**config.mk**
```make
export PLATFORM = sky130hd
export DESIGN_NAME = gpio_port
export DESIGN_NICKNAME = d
export VERILOG_FILES = /design/src/rtl/gpio_port.sv
export SDC_FILE = /design/constraint.sdc
export NUM_CORES = 1
export LEC_CHECK = 0
export CAP_MARGIN = 20
export CELL_PAD_IN_SITES_DETAIL_PLACEMENT = 1
export CELL_PAD_IN_SITES_GLOBAL_PLACEMENT = 2
export CORE_UTILIZATION = 29
export DETAILED_ROUTE_END_ITERATION = 7
export HOLD_SLACK_MARGIN = 0.15
export MAX_ROUTING_LAYER = met4
export PLACE_DENSITY = 0.85
export SETUP_SLACK_MARGIN = 0.05
export SYNTH_ARGS = -nofsm -noshare
export SYNTH_HDL_FRONTEND = slang
export SYNTH_SLANG_ARGS = --single-unit
```
**constraint.sdc**
```tcl
create_clock -name clk -period 1.6 [get_ports clk]
set_clock_uncertainty 0.15 [all_clocks]
set_input_delay 0.32 -clock clk [delete_from_list [all_inputs] [get_ports clk]]
set_output_delay 0.32 -clock clk [all_outputs]
set_load 0.02 [all_outputs]
```
**src/rtl/gpio_port.sv**
```systemverilog
// Memory-mapped GPIO port: MODE/IDATA/ODATA/INTCFG registers and two edge-interrupt channels.
// Define GPIO_PORT_SYNC_EN to insert a 2-FF input synchroniser; otherwise one input register.
module gpio_port #(
  parameter int WIDTH      = 16,
  parameter int ADDR_WIDTH = 4
) (
  input  logic                  clk,
  input  logic                  rst_n,
  input  logic                  en,
  input  logic                  we,
  input  logic [ADDR_WIDTH-1:0] addr,
  input  logic [31:0]           wr_data,
  input  logic [3:0]            wr_strobe,
  output logic [31:0]           rd_data,
  input  logic [WIDTH-1:0]      gpio_i,
  output logic [WIDTH-1:0]      gpio_o,
  output logic [WIDTH-1:0]      gpio_oe,
  output logic                  int0,
  output logic                  int1
);

  localparam logic [1:0] REG_MODE   = 2'd0;
  localparam logic [1:0] REG_IDATA  = 2'd1;
  localparam logic [1:0] REG_ODATA  = 2'd2;
  localparam logic [1:0] REG_INTCFG = 2'd3;

  logic [WIDTH-1:0] mode_q,  mode_d;
  logic [WIDTH-1:0] odata_q, odata_d;
  logic [WIDTH-1:0] sync_q,  sync_d;
  logic [WIDTH-1:0] dly_q,   dly_d;
  logic [4:0]       sel0_q,  sel0_d,  sel1_q,  sel1_d;
  logic [1:0]       edge0_q, edge0_d, edge1_q, edge1_d;
  logic             pend0_q, pend0_d, pend1_q, pend1_d;
  logic [31:0]      rd_data_q, rd_data_d;
`ifdef GPIO_PORT_SYNC_EN
  logic [WIDTH-1:0] meta_q,  meta_d;
`endif

  logic        wr_en, rd_en;
  logic [1:0]  reg_sel;
  logic [31:0] mode_img, odata_img, idata_img, cfg_img;
  logic [31:0] mode_wr, odata_wr, cfg_wr;
  logic [31:0] sync_ext, dly_ext;
  logic        sel0_ok, sel1_ok, set0, set1, clr0, clr1;
  logic        unused_addr;

  assign unused_addr = ^addr;

  function automatic logic [31:0] merge_lanes(input logic [31:0] cur,
                                              input logic [31:0] wdat,
                                              input logic [3:0]  stb);
    logic [31:0] r;
    r = cur;
    for (int b = 0; b < 4; b++) begin
      if (stb[b]) r[b*8 +: 8] = wdat[b*8 +: 8];
    end
    return r;
  endfunction

  function automatic logic edge_hit(input logic [1:0] mode,
                                    input logic       cur,
                                    input logic       prev);
    return (mode[0] & cur & ~prev) | (mode[1] & ~cur & prev);
  endfunction

  assign wr_en   = en & we;
  assign rd_en   = en & ~we;
  assign reg_sel = addr[3:2];

  // Register images as seen on the bus; unimplemented bits read as zero.
  always_comb begin
    mode_img  = 32'(mode_q);
    odata_img = 32'(odata_q);
    idata_img = 32'(sync_q);
    cfg_img   = {8'd0, pend1_q, edge1_q, sel1_q, 8'd0, pend0_q, edge0_q, sel0_q};
    mode_wr   = merge_lanes(mode_img,  wr_data, wr_strobe);
    odata_wr  = merge_lanes(odata_img, wr_data, wr_strobe);
    cfg_wr    = merge_lanes(cfg_img,   wr_data, wr_strobe);
  end

  // Input path: the delayed copy is kept per pin so reselecting a channel never fakes an edge.
  always_comb begin
`ifdef GPIO_PORT_SYNC_EN
    meta_d = gpio_i;
    sync_d = meta_q;
`else
    sync_d = gpio_i;
`endif
    dly_d    = sync_q;
    sync_ext = 32'(sync_q);
    dly_ext  = 32'(dly_q);
    sel0_ok  = int'(sel0_q) < WIDTH;
    sel1_ok  = int'(sel1_q) < WIDTH;
    set0     = sel0_ok && edge_hit(edge0_q, sync_ext[sel0_q], dly_ext[sel0_q]);
    set1     = sel1_ok && edge_hit(edge1_q, sync_ext[sel1_q], dly_ext[sel1_q]);
  end

  always_comb begin
    mode_d  = mode_q;
    odata_d = odata_q;
    sel0_d  = sel0_q;
    edge0_d = edge0_q;
    sel1_d  = sel1_q;
    edge1_d = edge1_q;
    clr0    = 1'b0;
    clr1    = 1'b0;
    if (wr_en) begin
      case (reg_sel)
        REG_MODE:   mode_d  = mode_wr[WIDTH-1:0];
        REG_ODATA:  odata_d = odata_wr[WIDTH-1:0];
        REG_INTCFG: begin
          sel0_d  = cfg_wr[4:0];
          edge0_d = cfg_wr[6:5];
          sel1_d  = cfg_wr[20:16];
          edge1_d = cfg_wr[22:21];
          clr0    = wr_strobe[0] & wr_data[7];
          clr1    = wr_strobe[2] & wr_data[23];
        end
        default: ;
      endcase
    end
    // A fresh edge in the same cycle as a W1C keeps the interrupt pending.
    pend0_d = set0 | (pend0_q & ~clr0);
    pend1_d = set1 | (pend1_q & ~clr1);
  end

  always_comb begin
    rd_data_d = rd_data_q;
    if (rd_en) begin
      case (reg_sel)
        REG_MODE:   rd_data_d = mode_img;
        REG_IDATA:  rd_data_d = idata_img;
        REG_ODATA:  rd_data_d = odata_img;
        REG_INTCFG: rd_data_d = cfg_img;
        default:    rd_data_d = 32'd0;
      endcase
    end
  end

  always_ff @(posedge clk or negedge rst_n) begin
    if (!rst_n) begin
      mode_q    <= '0;
      odata_q   <= '0;
      sync_q    <= '0;
      dly_q     <= '0;
      sel0_q    <= '0;
      edge0_q   <= '0;
      pend0_q   <= 1'b0;
      sel1_q    <= '0;
      edge1_q   <= '0;
      pend1_q   <= 1'b0;
      rd_data_q <= '0;
`ifdef GPIO_PORT_SYNC_EN
      meta_q    <= '0;
`endif
    end else begin
      mode_q    <= mode_d;
      odata_q   <= odata_d;
      sync_q    <= sync_d;
      dly_q     <= dly_d;
      sel0_q    <= sel0_d;
      edge0_q   <= edge0_d;
      pend0_q   <= pend0_d;
      sel1_q    <= sel1_d;
      edge1_q   <= edge1_d;
      pend1_q   <= pend1_d;
      rd_data_q <= rd_data_d;
`ifdef GPIO_PORT_SYNC_EN
      meta_q    <= meta_d;
`endif
    end
  end

  assign rd_data = rd_data_q;
  assign gpio_o  = odata_q;
  assign gpio_oe = mode_q;
  assign int0    = pend0_q;
  assign int1    = pend1_q;

endmodule

```
# --- Word-level counts from Yosys, hierarchy flattened ---
# Index checks and enable logic that the tools add are counted.
classes:
  add_sub_neg: 0
  multipliers: 0
  div: 0
  magnitude_cmp: 4
  eq_ne: 3
  shifts: 0
  mux: 13
  n_bitwise: 25
  reduce_logical: 9
op_table:
  columns: ["op", "count"]
  rows:
  - ["$pmux W32 S4", 1]
  - ["$bmux W1 S5", 4]
  - ["$reduce_and A3 Y1", 6]
  - ["$and A1 B1 Y1", 14]
  - ["$lt A5 B6 Y1 const B", 2]
  - ["$lt A5 B5 Y1 const B", 2]
  - ["$mux W1", 8]
  - ["$not A1 Y1", 7]
  - ["$eq A2 B2 Y1 const B", 2]
  - ["$or A1 B1 Y1", 4]
  - ["$eq A2 B1 Y1 const B", 1]
  - ["$logic_and A1 B1 Y1", 2]
  - ["$logic_not A2 Y1", 1]
totals:
  regBits: 112
  latchBits: 0
  ram_bits: 0
  romBits: 0
  word_cells: 67
  mem_count: 0

# --- Logic depth before layout (Yosys ltp) ---
depth:
  depth_word: 8
  mapped_depth: 6
  ltp_nobuf: 5

# --- Worst setup path after synthesis ---
# OpenSTA, ideal clock, no wires.
synth_path:
  path_type: "input to register"
  startpoint: "input port addr[2]"
  endpoint: "register rd_data_q[7] (netlist: rd_data[7])"
  setup_time_ns: 0.125
  arrival_time_ns: 1.607
  setup_slack_ns: -0.281
  stages: 4
  cell_sequence: "buf_2 > buf_2 > mux4_2 > mux2_2"
synth_via:
  elab_chain_len: 2
  word_cells_on_any_way: 5
  cone_classes: "eq/ne: 3; mux: 1; reduce/logical: 1"
synth_lines:
  columns: ["element", "line", "source"]
  rows:
  - ["start, declared", "11", "input logic [ADDR_WIDTH-1:0] addr,"]
  - ["$eq A2 B2 Y1 (tied with other cells)", "130", "case (reg_sel)"]
  - ["$pmux W32 S4 *", "130", null]
  - ["end signal, assigned", "167", "rd_data_q <= rd_data_d;"]
  - ["end, declared", "34", "logic [31:0] rd_data_q, rd_data_d;"]
# Every way passes the cells marked *; elsewhere a longest branch is shown, timed or not. The select of a mux whose other input is x is not followed.
# A chain may end at the register's enable or synchronous reset.

# --- Final worst setup path ---
layout_path:
  startpoint: "register sel1_q[0]"
  endpoint: "register pend1_q (netlist: int1)"
layout_via:
  elab_chain_len: 8
  word_cells_on_any_way: 14
  cone_classes: "order compare: 1; mux: 4; bitwise: 8; reduce/logical: 1"
layout_lines:
  columns: ["element", "line", "source"]
  rows:
  - ["start, declared", "31", "logic [4:0] sel0_q, sel0_d, sel1_q, sel1_d;"]
  - ["start signal, assigned", "164", "sel1_q <= sel1_d;"]
  - ["$bmux W1 S5", "95", "set1 = sel1_ok && edge_hit(edge1_q, sync_ext[sel1_q], dly_ext[sel1_q]);"]
  - ["$mux W1 (implied by the code)", "95", null]
  - ["$not A1 Y1", "63", "return (mode[0] & cur & ~prev) | (mode[1] & ~cur & prev);"]
  - ["$and A1 B1 Y1 (2 in a row)", "63", null]
  - ["$or A1 B1 Y1", "63", null]
  - ["$logic_and A1 B1 Y1 *", "95", null]
  - ["$or A1 B1 Y1 *", "124", "pend1_d = set1 | (pend1_q & ~clr1);"]
  - ["named net pend1_d", "33", "logic pend0_q, pend0_d, pend1_q, pend1_d;"]
  - ["end signal, assigned", "166", "pend1_q <= pend1_d;"]
  - ["end, declared", "33", null]
# The timed path passes the listed nets; every way through them passes the cells marked *. The select of a mux whose other input is x is not followed.

==> metrics.json <==
{
  "global_route": {
    "via_count_of_the_first_global_routing_pass": 3489,
    "grt_overflow": 0,
    "grt_first_pass_wirelength_mm": 19.9,
    "antenna_violations_before_repair": 0,
    "grt_start_max_net_pins": 29,
    "grt_util_all_layers_pct": 17.0
  },
  "clock_tree": {
    "cts_htree_levels": 3,
    "clock_insertion_delay_worst_skew_ps": 350,
    "ctsRootBufferMaster": "clkbuf_16",
    "total_clock_sinks": 104,
    "clockBufferDepth": 2,
    "cts_buffers": 9,
    "clk_pin_slew_ps": 70,
    "tritoncts": "built"
  },
  "setup_path": {
    "r2r_cells": 5,
    "timing.critical_path.fanout_max": 8,
    "startpoint_type": "flop",
    "timing.reg2reg.setup_slack_ps": -380,
    "worst_ep_required_time_ps": 1690,
    "reg2reg_from": "sel1_q[0]$_DFFE_PN0P_",
    "worst-setup-path-type": "reg2reg",
    "end_kind": "flop",
    "reg_to_reg_endpoint": "int1$_DFF_PN0_",
    "worstPathArrival_ps": 2070
  },
  "logic_synthesis": {
    "synthMuxAreaShare_pct": 28.1,
    "syn_area_um2": 4480,
    "synth_compound_gate_area_share_pct": 4.91,
    "synth.avg_cell_area_um2": 14.9,
    "synth.distinct_cells": 28,
    "synthesis.instances": 300,
    "yosysSeqAreaShare_pct": 58.1,
    "combinational_family_with_the_most_area_after_synthesis": "multiplexers",
    "synth_xor_xnor_area_share_pct": 0,
    "synthSimpleGateAreaFrac_pct": 5.44,
    "synth_adder_area_share_pct": 0,
    "yosysWarnings": 0,
    "ys_ff_latch": 104
  },
  "route": {
    "viasPerCell": 4.86,
    "num_vias": 3097,
    "avgRoutedWirePerCell_um": 19.4,
    "wl_mm": 12.4,
    "drc_errors": 0,
    "first_pass_iters": 6,
    "detail_route.iter0.violations": 86,
    "detail-route-antenna-nets": 0
  },
  "floorplan": {
    "core_um2": 15100,
    "design.portCount": 126,
    "floorplan.die.width_um": 126,
    "core.rowCount": 45,
    "initial_utilization_pct": 29.6,
    "die_area_um2": 16000,
    "die_height_um": 126
  },
  "power_and_ir_drop": {
    "peak_vdd_ir_mv": 0.524,
    "power_density_nw_per_um2": 1320,
    "leakagePower_uw": 0.00287
  },
  "hold_path": {
    "hold_path.class": "in2reg",
    "holdPathStages": 1,
    "whs_endpoint": "dly_d[1]$_DFF_PN0_",
    "min-delay-start": "gpio_i[1]"
  },
  "cells_and_area": {
    "proportion_of_layout_cells_with_a_drive_suffix_above_1_pct": 41.0,
    "layout.core_utilization_pct": 42.8,
    "antenna-diode-count": 0,
    "syn_to_final_growth_pct": 44.7,
    "layout.cell_area.non_filler_um2": 6490,
    "numnets_final": 504
  },
  "status": {
    "status": "complete, but fails checks",
    "failed_checks": "setup timing"
  },
  "timing": {
    "drv_slew": 0,
    "fmaxAchievable_mhz": 505,
    "timing.final.crit_period_ps": 1980,
    "rsz0062_at_grt": "yes",
    "hold_violations": 0,
    "hold_slack_ps": 254,
    "final_min_period_over_clock_period_pct": 124,
    "timing.final.setup_violations": 4,
    "finalWorstSetupSlack_ps": -378
  },
  "placed_design": {
    "io_buffers": 106,
    "placement_setup_slack_ps": -627,
    "place.detailed.hpwl_mm": 9.22,
    "placed_cell_area_um2": 6090,
    "routabilityCongestion": 0.799
  },
  "flow_run": {
    "cap_violations": 0
  }
}
==> cells in the final DEF (no fill, tap or decap), types with 2 or more instances in the layout <==
| cell type | netlist | routed |
|---|---|---|
| dlygate4sd2_1 | 0 | 10 |
| a22oi_2 | 0 | 2 |
| o311ai_2 | 0 | 2 |
| mux2i_1 | 8 | 8 |
| a22o_1 | 10 | 10 |
| nand2_1 | 14 | 14 |
| dfrtp_1 | 104 | 99 |
| nand4b_1 | 2 | 2 |
| nor2_2 | 0 | 3 |
| bufinv_16 | 0 | 3 |
| nand3_1 | 5 | 2 |
| nand2b_1 | 4 | 3 |
| buf_4 | 8 | 31 |
| a21oi_1 | 8 | 8 |
| nor2_1 | 14 | 11 |
| a22oi_1 | 4 | 2 |
| nor2b_4 | 0 | 2 |
| clkbuf_2 | 0 | 22 |
| clkdlybuf4s15_2 | 0 | 4 |
| dfrtp_2 | 0 | 5 |
| buf_12 | 0 | 8 |
| nand3_2 | 0 | 2 |
| mux2_4 | 0 | 17 |
| mux4_2 | 16 | 23 |
| clkdlybuf4s15_1 | 0 | 26 |
| mux2_2 | 54 | 37 |
| clkbuf_8 | 0 | 2 |
| clkbuf_16 | 0 | 9 |
| buf_6 | 2 | 5 |
| clkdlybuf4s50_1 | 0 | 43 |
| o21ai_0 | 9 | 9 |
| conb_1 | 1 | 8 |
| nor2b_1 | 6 | 4 |
==> power by group <==
group | switching (uW) | internal, uW
clock | 979 | 1610
sequential | 451 | 3090
combinational | 1130 | 1300
==> per-layer routing <==
| metal | routed length, um | global-route usage, % | part of all wire, % | vias up |
|---|---|---|---|---|
| met5 | 0 | - | 0 | - |
| met3 | 418 | 3.25 | 3.4 | 10 |
| li1 | - | - | - | 1374 |
| met4 | 149 | 5.74 | 1.2 | 0 |
| met1 | 5180 | 20.6 | 42 | 1644 |
| met2 | 6630 | 28.7 | 54 | 69 |
==> Yosys cell counts, drive strengths merged <==
cell type | number | area share [%]
conb | 1 | 0.084
a21oi | 8 | 0.89
nand2b | 4 | 0.56
o311ai | 2 | 0.39
nor2 | 14 | 1.2
o21ai | 9 | 1.0
buf | 19 | 2.8
and3 | 1 | 0.14
nand4 | 1 | 0.14
inv | 1 | 0.084
clkbuf | 6 | 0.50
mux2 | 54 | 14
a22oi | 4 | 0.67
and4 | 1 | 0.20
mux2i | 8 | 1.8
or2 | 1 | 0.14
nand2 | 14 | 1.2
dfrtp | 104 | 58
a22o | 10 | 2.0
nand3 | 5 | 0.56
mux4 | 24 | 13
nor2b | 6 | 0.84
and2 | 1 | 0.14
nand4b | 2 | 0.39
==> kinds of logic after synthesis <==
logic type,count (synthesis)
buf+inv,26
simple gates,50
compound gates,33
mux,86
flops,104
other cells,1
==> worst max-delay path: stages, from the launching register on <==
cell and delay [ps]:
dfrtp_2 520, mux4_2 560, a22o_1 240, nor2_2 160, nand4b_1 150, o311ai_2 100
==> flip-flops by register name, indices dropped and copies added (netlist names) <==
| register | cells |
|---|---|
| int0 | 1 |
| sel1_q | 5 |
| int1 | 1 |
| edge0_q | 2 |
| gpio_o | 16 |
| dly_q | 16 |
| edge1_q | 2 |
| gpio_oe | 16 |
| rd_data | 24 |
| dly_d | 16 |
| sel0_q | 5 |
==> final cells by class <==
type | instances | area (um2)
clock buffer | 11 | 253
clock inverter | 5 | 103
fill | 1558 | 8660
inverter | 1 | 3.75
multi-input combinational | 177 | 1880
sequential | 104 | 2610
tap | 188 | 235
timing repair buffer | 151 | 1410
==> how the worst max path moves through the flow <==
stage | from | slack (ps) | cells after the start | end
after CTS | sel1_q[0]$_DFFE_PN0P_ | -330 | 4 | int1$_DFF_PN0_
after detailed placement | addr[2] | -630 | 6 | int1$_DFF_PN0_
after global routing | sel1_q[0]$_DFFE_PN0P_ | -470 | 5 | int1$_DFF_PN0_
after floorplan | sel1_q[0]$_DFFE_PN0P_ | -100 | 6 | int1$_DFF_PN0_
final | sel1_q[0]$_DFFE_PN0P_ | -380 | 5 | int1$_DFF_PN0_
after global placement | addr[2] | -480 | 6 | int1$_DFF_PN0_
==> stage by stage <==
step                      setup TNS, ps  cells  power [uW]
after floorplan                    -179    307        4850
after global placement           -28840    616        6030
after detailed placement         -32290    616        6130
after CTS                          -643    636        8630
after global routing               -955    637        8940
final                              -687    637        8560
==> repair_timing <==
item / CTS / global route
hold endpoints to repair: 104 / 0
setup buffers: 3 / 2
hold buffers: 1 / 0
resized for setup: 127 / 46
endpoints found under the setup margin: 122 / 61
pin swaps: 3 / 0
(Power assumes the default switching activity.)
